### config.mk
export PLATFORM = sky130hd
export DESIGN_NAME = trng_sampler_flat
export DESIGN_NICKNAME = d
export VERILOG_FILES = /design/src/rtl/trng_sampler_if.sv /design/src/rtl/trng_sampler.sv /design/src/flat_wrapper.sv
export SDC_FILE = /design/constraint.sdc
export NUM_CORES = 1
export LEC_CHECK = 0
export ABC_CLOCK_PERIOD_IN_PS = 2640
export BUFFER_PORTS_ARGS = -buffer_cell sky130_fd_sc_hd__buf_2
export CAP_MARGIN = 20
export CORE_MARGIN = 2
export CORE_UTILIZATION = 45
export DETAILED_ROUTE_END_ITERATION = 10
export PLACE_DENSITY = 0.7
export SYNTH_ARGS = -nofsm -noshare
export SYNTH_HDL_FRONTEND = slang
export SYNTH_SLANG_ARGS = --single-unit
### constraint.sdc
create_clock -name clk -period 2.64 [get_ports clk]
set_input_delay 0.264 -clock clk [delete_from_list [all_inputs] [get_ports clk]]
set_output_delay 0.264 -clock clk [all_outputs]
set_load 0.05 [all_outputs]
### src/rtl/trng_sampler_if.sv
// rtl/trng_sampler_if.sv - word handshake between trng_sampler and the host logic
interface trng_sampler_if #(
  parameter int WORD_W = 8
) ();
  logic [WORD_W-1:0] data_out;
  logic              data_valid;
  logic              data_ready;

  modport master (output data_out, output data_valid, input data_ready);
  modport slave  (input data_out, input data_valid, output data_ready);
endinterface

### src/rtl/trng_sampler.sv
// rtl/trng_sampler.sv - ring-oscillator sampler: sync, divided sampling, repetition health test, word packing
// Optional Von Neumann debiasing is enabled by defining VON_NEUMANN_EN.
module trng_sampler #(
  parameter int SYNC_STAGES = 2,
  parameter int SAMPLE_DIV  = 4,
  parameter int WARMUP_CYC  = 16,
  parameter int WORD_W      = 8,
  parameter int REP_LIMIT   = 32
) (
  input  logic           clk,
  input  logic           rst_n,
  input  logic           ro_in,
  input  logic           start,
  output logic           ro_activate,
  output logic           busy,
  output logic           fault,
  trng_sampler_if.master dout
);
  localparam int DIV_W  = $clog2(SAMPLE_DIV);
  localparam int WARM_W = $clog2(WARMUP_CYC + 1);
  localparam int BIT_W  = $clog2(WORD_W);
  localparam int REP_W  = $clog2(REP_LIMIT + 1);

  typedef enum logic [1:0] {
    S_IDLE    = 2'd0,
    S_WARMUP  = 2'd1,
    S_COLLECT = 2'd2,
    S_HOLD    = 2'd3
  } state_t;

  state_t                 r_state;
  state_t                 w_next;
  logic [SYNC_STAGES-1:0] r_sync;
  logic [WARM_W-1:0]      r_warm_cnt;
  logic [DIV_W-1:0]       r_div;
  logic [BIT_W-1:0]       r_bit_cnt;
  logic [WORD_W-2:0]      r_shreg;
  logic [WORD_W-1:0]      r_data;
  logic                   r_valid;
  logic                   r_fault;
  logic [REP_W-1:0]       r_rep_cnt;
  logic                   r_last;

  logic                   w_raw;
  logic                   w_strobe;
  logic [REP_W-1:0]       w_rep_next;
  logic                   w_fault_hit;
  logic                   w_accept;
  logic                   w_bit;
  logic                   w_word_done;
  logic [WORD_W-1:0]      w_word;

  assign w_raw    = r_sync[SYNC_STAGES-1];
  assign w_strobe = (r_state == S_COLLECT) && (r_div == DIV_W'(SAMPLE_DIV - 1));

  // rep_cnt==0 marks "no sample yet since warmup", so the first sample always counts as 1
  always_comb begin
    w_rep_next = REP_W'(1);
    if ((r_rep_cnt != '0) && (w_raw == r_last)) begin
      if (r_rep_cnt >= REP_W'(REP_LIMIT)) begin
        w_rep_next = r_rep_cnt;
      end else begin
        w_rep_next = r_rep_cnt + REP_W'(1);
      end
    end
  end

  assign w_fault_hit = w_strobe && (w_rep_next >= REP_W'(REP_LIMIT));

`ifdef VON_NEUMANN_EN
  logic r_pair_have;
  logic r_pair_a;

  assign w_accept = w_strobe && r_pair_have && (r_pair_a != w_raw);
  assign w_bit    = r_pair_a;

  always_ff @(posedge clk) begin
    if (!rst_n || (r_state != S_COLLECT) || (w_next != S_COLLECT)) begin
      r_pair_have <= 1'b0;
      r_pair_a    <= 1'b0;
    end else if (w_strobe) begin
      r_pair_have <= !r_pair_have;
      if (!r_pair_have) begin
        r_pair_a <= w_raw;
      end
    end
  end
`else
  assign w_accept = w_strobe;
  assign w_bit    = w_raw;
`endif

  assign w_word_done = w_accept && (r_bit_cnt == BIT_W'(WORD_W - 1));
  assign w_word      = {r_shreg, w_bit};

  always_comb begin
    w_next = r_state;
    case (r_state)
      S_IDLE: begin
        if (start && !r_fault) w_next = S_WARMUP;
      end
      S_WARMUP: begin
        if (!start) begin
          w_next = S_IDLE;
        end else if (r_warm_cnt == WARM_W'(WARMUP_CYC - 1)) begin
          w_next = S_COLLECT;
        end
      end
      S_COLLECT: begin
        // fault beats abort, abort beats a completing word
        if (w_fault_hit || !start) begin
          w_next = S_IDLE;
        end else if (w_word_done) begin
          w_next = S_HOLD;
        end
      end
      S_HOLD: begin
        if (r_valid && dout.data_ready) begin
          w_next = start ? S_COLLECT : S_IDLE;
        end
      end
      default: w_next = S_IDLE;
    endcase
  end

  always_ff @(posedge clk) begin
    if (!rst_n) begin
      r_state <= S_IDLE;
    end else begin
      r_state <= w_next;
    end
  end

  always_ff @(posedge clk) begin
    if (!rst_n) begin
      r_sync     <= '0;
      r_warm_cnt <= '0;
      r_div      <= '0;
      r_bit_cnt  <= '0;
      r_shreg    <= '0;
      r_data     <= '0;
      r_valid    <= 1'b0;
      r_fault    <= 1'b0;
      r_rep_cnt  <= '0;
      r_last     <= 1'b0;
    end else begin
      r_sync <= {r_sync[SYNC_STAGES-2:0], ro_in};

      if (r_state == S_WARMUP) begin
        r_warm_cnt <= r_warm_cnt + WARM_W'(1);
      end else begin
        r_warm_cnt <= '0;
      end

      // the divider only runs inside COLLECT, so every entry to COLLECT starts from 0
      if ((r_state == S_COLLECT) && (w_next == S_COLLECT)) begin
        r_div <= w_strobe ? '0 : r_div + DIV_W'(1);
      end else begin
        r_div <= '0;
      end

      if ((r_state != S_COLLECT) || (w_next == S_IDLE)) begin
        r_bit_cnt <= '0;
        r_shreg   <= '0;
      end else if (w_accept) begin
        r_shreg   <= w_word[WORD_W-2:0];
        r_bit_cnt <= w_word_done ? '0 : r_bit_cnt + BIT_W'(1);
      end

      if (w_fault_hit) begin
        r_valid <= 1'b0;
      end else if ((r_state == S_COLLECT) && (w_next == S_HOLD)) begin
        r_data  <= w_word;
        r_valid <= 1'b1;
      end else if (r_valid && dout.data_ready) begin
        r_valid <= 1'b0;
      end

      if (w_fault_hit) begin
        r_fault <= 1'b1;
      end

      if (r_state == S_WARMUP) begin
        r_rep_cnt <= '0;
      end else if (w_strobe) begin
        r_rep_cnt <= w_rep_next;
        r_last    <= w_raw;
      end
    end
  end

  assign ro_activate     = (r_state != S_IDLE);
  assign busy            = (r_state != S_IDLE);
  assign fault           = r_fault;
  assign dout.data_out   = r_data;
  assign dout.data_valid = r_valid;
endmodule
### src/flat_wrapper.sv
// flat-port wrapper written by rule: the top's interface ports become plain ports
module trng_sampler_flat 
#(
  parameter int SYNC_STAGES = 2,
  parameter int SAMPLE_DIV  = 4,
  parameter int WARMUP_CYC  = 16,
  parameter int WORD_W      = 8,
  parameter int REP_LIMIT   = 32
)
  (clk, rst_n, ro_in, start, ro_activate, busy, fault, dout_data_out, dout_data_valid, dout_data_ready);
  trng_sampler_if #(.WORD_W(WORD_W)) dout_i ();
  input  logic clk;
  input  logic rst_n;
  input  logic ro_in;
  input  logic start;
  output logic ro_activate;
  output logic busy;
  output logic fault;
  output wire logic [$bits(dout_i.data_out)-1:0] dout_data_out;
  output wire logic [$bits(dout_i.data_valid)-1:0] dout_data_valid;
  input wire logic [$bits(dout_i.data_ready)-1:0] dout_data_ready;
  assign dout_data_out = dout_i.data_out;
  assign dout_data_valid = dout_i.data_valid;
  assign dout_i.data_ready = dout_data_ready;
  trng_sampler #(.SYNC_STAGES(SYNC_STAGES), .SAMPLE_DIV(SAMPLE_DIV), .WARMUP_CYC(WARMUP_CYC), .WORD_W(WORD_W), .REP_LIMIT(REP_LIMIT)) u_core (.clk(clk), .rst_n(rst_n), .ro_in(ro_in), .start(start), .ro_activate(ro_activate), .busy(busy), .fault(fault), .dout(dout_i));
endmodule
==> impl_metrics.toml <==
[outcome]
status = "finished, final reports clean"

[global_route]
overflow = 0
antenna_found_initial = 0
grt_use_total_pct = 16.2
grt_max_degree = 19
grt_pass1_wl_um = 5040
grt_pass1_vias = 1159

[setup_path]
path_cells = "inv_1 -> ha_1 -> or4b_4 -> o21ai_4 -> o2111ai_4 -> mux2i_1 -> nor2b_1"
crit_required_ps = 2880
cp_max_fo = 8
endpoint_kind = "register"
start_kind = "register"
arrival_ps = 2250
r2r_slack_ps = 630
critPathTopFamily = "compound AO/OA/AOI/OAI gates"
slowest_delay_ps = 470
worstSetupPathType = "register to register"
critPathSlowestCell = "or4b_4"
crit_buf_inv = 1

[finish]
area_growth_syn_to_layout_pct = 15.0
diodes = 0
fillers = 330
layout.nets = 196
fin_area_um2 = 1870
drive_above_1_share_pct = 19.5

[floorplanning]
die_area_um2 = 4110
chipHeight_um = 64.1
initial_core_util_pct = 47.6
coreArea_um2 = 3420
die_w_um = 64.1
io_pins = 17
rows = 21

[clock_network]
cts-buffers-inserted = 5
root_buffer = "clkbuf_4"
clk_latency_ps = 350
cts.sink_count = 38
clock_path_buffers = 2
post_cts_buffers = 0
ctsResizeCount = 0
clkTransAtPathRegs_ps = 110
tritoncts = "built"
htreeDepth = 2
holdBufCountCts = 0

[timing]
slew_viol_final = 0
worst_slew_pin_slew_ps = 618
fin_crit_ps = 2010
fin_setup_tns_ps = 0
finalHoldViolCount = 0
period_share_pct = 76.2
fmaxAchievable_mhz = 497
rsz0062_at_grt = "false"
setup_viol = 0
whs_ps = 120
skew_ps = 12.0
slew_headroom_pct = 58.3

[place]
gp_routability_congestion = 0.754
dpl_cell_area_um2 = 1760
io_buffers = 16
dp_hpwl_um = 2170

[route]
first_pass_iters = 4
viasPerCell = 5.17
drtAntennaViolNets = 0
drc = 0
num_vias = 1194
wl_per_cell_um = 12.8
drt_iter0_drc = 26
wl_um = 2950

[synthesis]
synth_seq_cells = 38
netlist_instances = 163
synth_top_area_share_pct = 46.8
syn_area_per_cell_um2 = 9.97
post-synth-top-area-cell = "dfxtp_1"
synth_nets = 175
yosysUniqueCellTypes = 40
synth_area_leaders = "dfxtp_1, mux2i_1, ha_1"
yosysSeqAreaShare_pct = 46.8
synth.yosys.warnings = 0
synth_area_um2 = 1630
ys.flop_type = "dfxtp_1"
synth-edff-count = 0
async_flop_share_pct = 0

[power_and_ir_drop]
power.density_nw_per_um2 = 601
power_leakage_nw = 0.763
ir_worst_vdd_mv = 0.362

[job]
cap_violations = 0

[hold_path]
min-delay-path-class = "primary input to register"
cells in the mapped netlist (2+ instances only):
| master | number |
|---|---|
| nand2_1 | 10 |
| xnor2_1 | 2 |
| and2_1 | 4 |
| nand3b_1 | 3 |
| ha_1 | 7 |
| xor2_1 | 4 |
| inv_1 | 7 |
| nand3_1 | 2 |
| mux2i_1 | 14 |
| nor2_1 | 21 |
| a21oi_1 | 8 |
| o21ai_0 | 3 |
| dfxtp_1 | 38 |
| and3_1 | 2 |
| nor2b_1 | 10 |
| a21boi_0 | 4 |
per-layer routing:
metal	vias to the layer above	share of wire (%)	GRT usage, %
li1	610	-	-
met3	6	3.0	5.63
met5	-	0	0
met2	13	52	28.0
met4	0	1.9	7.18
met1	565	43	17.8
path summary, 6_finish.rpt:
check | cells past startpoint | end | startpoint
worst max-delay path | 7 | u_core.dout.data_out[5] | u_core.r_rep_cnt[0]
worst min-delay path | 2 | u_core.r_sync[0] | ro_in
worst max register to register | 7 | u_core.dout.data_out[5] | u_core.r_rep_cnt[0]
worst min register to register | 1 | u_core.r_div[0] | u_core.r_div[0]
logic make-up after synthesis:
logic type,count (synthesis),share of synthesized area [%]
AND/OR/NAND/NOR,59,18.8
flip-flops,38,46.8
AO/OA/AOI/OAI,28,14.3
multiplexers,14,8.62
buffers and inverters,11,2.85
adder cells (fa/ha/maj),7,5.39
XOR/XNOR,6,3.23
cell type report:
| class | instances | area [um^2] | share of cell area [%] |
|---|---|---|---|
| Inverter | 7 | 26.3 | 1.41 |
| Clock inverter | 2 | 60.1 | 3.21 |
| Sequential cell | 38 | 761 | 40.7 |
| Clock buffer | 6 | 51.3 | 2.74 |
| Timing Repair Buffer | 18 | 95.1 | 5.09 |
| Tap cell | 46 | 57.6 | 3.08 |
| Multi-Input combinational cell | 114 | 818 | 43.8 |
per-stage QoR:
| stage | setup WS [ps] | power [mW] | util (%) | instances |
|---|---|---|---|---|
| floorplan | 767 | 0.619 | - | 163 |
| global placement | 708 | 0.629 | 51.5 | 223 |
| detailed placement | 653 | 0.630 | 51.5 | 223 |
| CTS | 605 | 1.14 | 54.7 | 231 |
| global route | 520 | 1.17 | 54.7 | 231 |
| finish | 629 | 1.12 | 54.7 | 231 |
state kept, by name, indices dropped and copies added (netlist names):
register and cells:
u_core.dout.data_out 8, u_core.r_shreg 7, u_core.r_rep_cnt 6, u_core.r_warm_cnt 5, u_core.r_bit_cnt 3, u_core.r_div 2
u_core.r_state 2, u_core.r_sync 2, u_core.dout.data_valid 1, u_core.fault 1, u_core.r_last 1
power breakdown:
part | switching [mW] | total [mW] | internal [mW] | leakage [nW]
combinational | 0.0222 | 0.0357 | 0.0135 | 0.398
clock | 0.187 | 0.508 | 0.321 | 0.0585
sequential | 0.00384 | 0.580 | 0.577 | 0.307
total | 0.213 | 1.12 | 0.911 | 0.763
cell usage in the layout, fill, tap and decap left out, drive strengths merged:
cell / instances
o221a: 1
xnor2: 2
a21boi: 4
o2111ai: 1
nand3: 2
nor2: 21
ha: 7
o2111a: 1
clkbuf: 6
o31ai: 1
nor3: 2
xor2: 4
o21a: 2
and2: 4
o21ai: 4
a21o: 1
and3: 2
a221oi: 1
nand3b: 3
nand4: 1
a21oi: 8
bufinv: 2
o31a: 1
nor3b: 1
buf: 18
dfxtp: 38
nand2: 10
or2: 1
o311ai: 1
or4b: 1
mux2i: 14
or3: 1
o22ai: 1
inv: 7
a41oi: 1
nor2b: 10
(Power assumes the default switching activity.)
